`src/rtl/seven_seg_mux_n.sv`:
```
// Purpose : multiplexed N-digit seven-segment driver with per-digit enable/dp/blink,
//           ghost blanking between digits and frame-coherent double-buffered updates.
// Latency : outputs registered, one cycle after prescaler/index state; loads show from the next frame.
// Backpressure: none; load is a pulse accepted on any cycle, last load before a frame boundary wins.
// Ports   : clk, rst (async active-low); digits/digit_en/dp/blink_mask + load in;
//           seg {g..a}, dp_out, an (one-hot), frame_start (1-cycle pulse) out.
module seven_seg_mux_n #(
    parameter int NUM_DIGITS     = 4,
    parameter int REFRESH_DIV    = 100000,
    parameter int BLANK_CYCLES   = 200,
    parameter int BLINK_DIV      = 25000000,
    parameter bit SEG_ACTIVE_LOW = 1'b1,
    parameter bit AN_ACTIVE_LOW  = 1'b1
) (
    input  logic                    clk,
    input  logic                    rst,
    input  logic [4*NUM_DIGITS-1:0] digits,
    input  logic [NUM_DIGITS-1:0]   digit_en,
    input  logic [NUM_DIGITS-1:0]   dp,
    input  logic [NUM_DIGITS-1:0]   blink_mask,
    input  logic                    load,
    output logic [6:0]              seg,
    output logic                    dp_out,
    output logic [NUM_DIGITS-1:0]   an,
    output logic                    frame_start
);

    localparam int PW = (REFRESH_DIV > 1) ? $clog2(REFRESH_DIV) : 1;
    localparam int IW = (NUM_DIGITS > 1) ? $clog2(NUM_DIGITS) : 1;
    localparam int BW = (BLINK_DIV > 1) ? $clog2(BLINK_DIV) : 1;

    localparam logic [PW-1:0] PRESC_MAX = PW'(REFRESH_DIV - 1);
    localparam logic [PW-1:0] BLANK_END = PW'(BLANK_CYCLES);
    localparam logic [IW-1:0] IDX_MAX   = IW'(NUM_DIGITS - 1);
    localparam logic [BW-1:0] BLINK_MAX = BW'(BLINK_DIV - 1);

    // Timing state
    logic [PW-1:0] presc_q, presc_d;
    logic [IW-1:0] idx_q, idx_d;
    logic [BW-1:0] bcnt_q, bcnt_d;
    logic          bphase_q, bphase_d;

    // Pending (written by load) and active (shown) buffers
    logic [4*NUM_DIGITS-1:0] pend_dig_q, pend_dig_d, act_dig_q, act_dig_d;
    logic [NUM_DIGITS-1:0]   pend_en_q, pend_en_d, act_en_q, act_en_d;
    logic [NUM_DIGITS-1:0]   pend_dp_q, pend_dp_d, act_dp_q, act_dp_d;
    logic [NUM_DIGITS-1:0]   pend_bk_q, pend_bk_d, act_bk_q, act_bk_d;

    // Output registers hold active-high values; polarity is applied at the pins
    logic [6:0]            seg_q, seg_d;
    logic                  dp_q, dp_d;
    logic [NUM_DIGITS-1:0] an_q, an_d;
    logic                  fs_q, fs_d;

    logic       presc_wrap;
    logic       frame_edge;
    logic [3:0] nib;

    function automatic logic [6:0] hex_decode(input logic [3:0] v);
        logic [6:0] s;
        case (v)
            4'h0: s = 7'b0111111;
            4'h1: s = 7'b0000110;
            4'h2: s = 7'b1011011;
            4'h3: s = 7'b1001111;
            4'h4: s = 7'b1100110;
            4'h5: s = 7'b1101101;
            4'h6: s = 7'b1111101;
            4'h7: s = 7'b0000111;
            4'h8: s = 7'b1111111;
            4'h9: s = 7'b1101111;
            4'hA: s = 7'b1110111;
            4'hB: s = 7'b1111100;
            4'hC: s = 7'b0111001;
            4'hD: s = 7'b1011110;
            4'hE: s = 7'b1111001;
            default: s = 7'b1110001;
        endcase
        return s;
    endfunction

    always_comb begin
        presc_wrap = (presc_q == PRESC_MAX);
        frame_edge = presc_wrap && (idx_q == IDX_MAX);

        presc_d = presc_wrap ? '0 : presc_q + PW'(1);
        idx_d   = idx_q;
        if (presc_wrap) begin
            idx_d = (idx_q == IDX_MAX) ? '0 : idx_q + IW'(1);
        end

        bcnt_d   = (bcnt_q == BLINK_MAX) ? '0 : bcnt_q + BW'(1);
        bphase_d = (bcnt_q == BLINK_MAX) ? ~bphase_q : bphase_q;

        pend_dig_d = load ? digits     : pend_dig_q;
        pend_en_d  = load ? digit_en   : pend_en_q;
        pend_dp_d  = load ? dp         : pend_dp_q;
        pend_bk_d  = load ? blink_mask : pend_bk_q;

        // Taking the pending *next* value lets a load on the boundary edge bypass
        // straight into the frame that is just starting.
        act_dig_d = frame_edge ? pend_dig_d : act_dig_q;
        act_en_d  = frame_edge ? pend_en_d  : act_en_q;
        act_dp_d  = frame_edge ? pend_dp_d  : act_dp_q;
        act_bk_d  = frame_edge ? pend_bk_d  : act_bk_q;

        fs_d = frame_edge;
    end

    always_comb begin
        nib  = act_dig_q[{idx_q, 2'b00} +: 4];
        an_d  = '0;
        seg_d = '0;
        dp_d  = 1'b0;
        // Leading part of each slot keeps all anodes off so the previous digit's
        // segments cannot ghost onto the next anode while they settle.
        if (presc_q >= BLANK_END) begin
            an_d[idx_q] = 1'b1;
            if (act_en_q[idx_q] && !(act_bk_q[idx_q] && !bphase_q)) begin
                seg_d = hex_decode(nib);
                dp_d  = act_dp_q[idx_q];
            end
        end
    end

    always_ff @(posedge clk or negedge rst) begin
        if (!rst) begin
            presc_q    <= '0;
            idx_q      <= '0;
            bcnt_q     <= '0;
            bphase_q   <= 1'b1;
            pend_dig_q <= '0;
            pend_en_q  <= '0;
            pend_dp_q  <= '0;
            pend_bk_q  <= '0;
            act_dig_q  <= '0;
            act_en_q   <= '0;
            act_dp_q   <= '0;
            act_bk_q   <= '0;
            seg_q      <= '0;
            dp_q       <= 1'b0;
            an_q       <= '0;
            fs_q       <= 1'b0;
        end else begin
            presc_q    <= presc_d;
            idx_q      <= idx_d;
            bcnt_q     <= bcnt_d;
            bphase_q   <= bphase_d;
            pend_dig_q <= pend_dig_d;
            pend_en_q  <= pend_en_d;
            pend_dp_q  <= pend_dp_d;
            pend_bk_q  <= pend_bk_d;
            act_dig_q  <= act_dig_d;
            act_en_q   <= act_en_d;
            act_dp_q   <= act_dp_d;
            act_bk_q   <= act_bk_d;
            seg_q      <= seg_d;
            dp_q       <= dp_d;
            an_q       <= an_d;
            fs_q       <= fs_d;
        end
    end

    assign seg         = SEG_ACTIVE_LOW ? ~seg_q : seg_q;
    assign dp_out      = SEG_ACTIVE_LOW ? ~dp_q  : dp_q;
    assign an          = AN_ACTIVE_LOW  ? ~an_q  : an_q;
    assign frame_start = fs_q;

endmodule
```
`config.mk`:
```
export PLATFORM = sky130hd
export DESIGN_NAME = seven_seg_mux_n
export DESIGN_NICKNAME = d
export VERILOG_FILES = /design/src/rtl/seven_seg_mux_n.sv
export SDC_FILE = /design/constraint.sdc
export NUM_CORES = 1
export LEC_CHECK = 0
export CAP_MARGIN = 15
export CORE_MARGIN = 2
export CORE_UTILIZATION = 55
export DETAILED_ROUTE_END_ITERATION = 8
export MAX_ROUTING_LAYER = met4
export PLACE_DENSITY = 0.76
export SETUP_SLACK_MARGIN = 0.1
export SLEW_MARGIN = 0
export SYNTH_ARGS = -nofsm -noshare
export SYNTH_HDL_FRONTEND = slang
export SYNTH_SLANG_ARGS = --single-unit
```
`constraint.sdc`:
```
create_clock -name clk -period 2.87 [get_ports clk]
set_input_delay 0.574 -clock clk [delete_from_list [all_inputs] [get_ports clk]]
set_output_delay 0.574 -clock clk [all_outputs]
set_load 0.01 [all_outputs]
```
==> metrics.md <==
| Metric | Value |
|---|---|
| Met3 GRT Util | 0.0527 |
| Yosys cell types | 46 |
| Grt met2 use | 0.355 |
| CP Launch Type | flip-flop |
| P&R area growth vs syn | 21.4% |
| Initial Util | 0.571 |
| Worst Path Buf+Inv | 0 |
| # clock sinks | 114 |
| Fin worst setup slack | 435 ps |
| Max H-tree Level | 4 |
| Fin Setup TNS | 0 ps |
| Vias in the first global route | 3539 |
| Worst slew pin tran | 739 ps |
| RSZ-0062 raised after global routing | no |
| Hold Slack | 56.6 ps |
| CP delay by family, top | simple AND/OR/NAND/NOR gates |
| Synth top area share | 0.534 |
| R2R Path Start | presc_q[12] |
| Worst Setup SP | presc_q[12] |
| Final Net Count | 522 |
| Layout cells sized above 1 | 0.224 |
| Final Hold Viols | 0 |
| DP Cell Count | 588 |
| Routed wire length | 9.74 mm |
| Top-count cell post-synth | dfrtp_1 |
| Die W | 102 um |
| First-pass GRT wire length | 17.0 mm |
| Kind of end point of the critical path | flip-flop |
| DIE AREA | 10400 um2 |
| Min cycle time layout | 2430 ps |
| Leakage | 2.81 nW |
| Async SR Flop Fraction | 1.00 |
| Total Power Consumption | 3.85 mW |
| Wire length per cell | 15.7 um |
| Largest cells by area after synthesis | dfrtp_1 (53%), mux2_2 (10%), mux4_2 (3.4%) |
| Initial antenna violation count | 0 |
| FMAX | 411 MHz |
| Worst-path clk slew | 60 ps |
| First-pass detailed-route iteration total | 4 |
| # diodes | 0 |
| ANT nets after route | 0 |
| CP cell instances | or4_4, nor4_4, and3_4, mux2_2 |
| TritonCTS clock tree | built |
| Post-place setup slack | 474 ps |
| Synth warnings | 0 |
| DP HPWL | 6.40 mm |
| GRT busiest layer | met2 |
| Syn Nets | 469 |
| Status | finished, final reports clean |
| Post-synthesis register bit count | 114 |
| Post-CTS Setup Bufs | 0 |
| Worst hold path type | in2async |
| VDD IR max | 0.413 mV |
| Initial drt markers | 93 |
| Port bufs | 43 |
| CTS root buffer | clkbuf_8 |
| Tcrit/Tclk final | 0.848 |
| Hold buffer count at CTS | 0 |
| Max transition margin | 0.504 |
| GR Overflow Total | 0 |
| WP data arrival | 2820 ps |
| FP Rows | 35 |
| Mapped Avg Cell Area | 12.5 um2 |
| Num CTS Buffers | 17 |
| Largest net degree at the start of global routing | 49 |
| Post-synth EDFFs | 0 |
| IO Pins | 44 |
| Leading area contributor after synthesis | dfrtp_1 |
| Vias | 3357 |
| Final setup fails | 0 |
| Final Non-Filler Cells | 620 |
| Count of pins over their slew limit | 0 |
| Setup CP Type | reg2reg |
| Worst stage delay on the critical path | 570 ps |
| Sequential element share of the synthesized area | 0.539 |
| Worst Path Required | 3250 ps |
| Max-capacitance violation count | 0 |
| Worst skew pair latency | 510 ps |
| Power per cell area | 599 nW/um2 |
| Synth top cells by count | dfrtp_1 (113), mux2_2 (47), nor2_1 (25) |
| Core area | 9280 um2 |
| Cells after synthesis | 425 |
| Via/cell ratio | 5.41 |
| Total global routing track utilization | 0.219 |
| Drc violations | 0 |
| Slowest stage cell, crit path | or4_4 |
| Mapped cell area | 5300 um2 |
| Fillcell total | 666 |
| Die Ht | 102 um |
| CTS resizes | 0 |
| RePlAce Congestion | 0.889 |
| Maximum fanout along the worst path | 29 |
| GR Util met1 | 0.269 |
| Max Buffers Root-to-Sink | 2 |
| Clock Skew | 8.49 ps |
| Synth Flop Type | dfrtp_1 |
-- cells in the final DEF (no fill, tap or decap), types with 7 or more instances in the layout --
cell             synthesis  routed
ha_1                    13      13
mux4_2                   8       8
inv_1                   24      24
mux2_2                  47      47
xor2_1                  14      14
a21oi_1                  8       8
mux2_4                   9       9
nand2_1                 17      17
o21ai_0                  8       8
clkdlybuf4s50_1          0      42
nand3_1                 21      21
or4_1                    7       7
inv_6                    0       8
dfrtp_1                113     113
nor2b_1                  8       8
nor2_1                  25      25
clkbuf_16                0      16
xnor2_1                 18      18
-- logic make-up (layout without fill, tap and decap cells) --
family,Yosys count,in the layout,share of synthesized area
AND/OR/NAND/NOR,125,125,0.133
flip-flops,114,114,0.539
multiplexers,70,70,0.171
buffers and inverters,39,105,0.0347
AO/OA/AOI/OAI,32,32,0.0394
XOR/XNOR,32,32,0.0529
adder cells (fa/ha/maj),13,13,0.0307
-- report_power, final --
| group | internal, mW | leakage [nW] | switching (mW) |
|---|---|---|---|
| Sequential | 1.65 | 1.50 | 0.0101 |
| Clock | 1.26 | 0.285 | 0.796 |
| Combinational | 0.0759 | 1.03 | 0.0641 |
-- area by class of cell --
type / count / area, um2 / share of cell area
clock buffers: 17 / 414 / 0.0644
clock inverters: 15 / 169 / 0.0263
inverters: 24 / 90.1 / 0.0140
multi-input cells: 272 / 2260 / 0.351
flip-flops and latches: 114 / 2850 / 0.444
well taps: 129 / 161 / 0.0251
repair buffers: 49 / 485 / 0.0755
-- worst register-to-register path, cell delays in order (launching register included) --
cell and delay [ps]:
dfrtp_1 420, or4_4 570, nor4_4 370, and3_4 550, mux2_2 400
-- registers in the layout, summed over array words and instances (netlist names) --
signal,cells
act_dp_q,4
presc_q,17
pend_en_q,4
pend_dig_q,16
frame_start,1
idx_q,2
seg_q,7
pend_dp_q,4
bcnt_q,25
act_bk_q,4
pend_bk_q,4
act_dig_q,16
an_q,4
bphase_q,1
act_en_q,4
dp_q,1
-- layer usage --
layer	wire length (um)	vias to the layer above
met2	4870	61
li1	-	1599
met5	0	-
met1	4400	1681
met4	176	0
met3	296	16
-- metrics by stage --
stage | utilization | area, um2
5_1_grt | 0.693 | 6430
3_3_place_gp | 0.630 | 5850
4_1_cts | 0.693 | 6430
6_report | 0.693 | 6430
2_1_floorplan | - | 5300
3_5_place_dp | 0.630 | 5850
-- path summary, 6_finish.rpt --
path	slack (ps)	end	cells past startpoint
setup / recovery	440	act_dig_q[2]	4
hold / removal	60	pend_dp_q[1]	1
setup reg to reg	440	act_dig_q[2]	4
hold reg to reg	500	pend_dp_q[0]	1
max in group asynchronous	2100	presc_q[1]	2
min in group clk	500	pend_dp_q[0]	1
No activity file was read; power rests on OpenSTA's default activity.
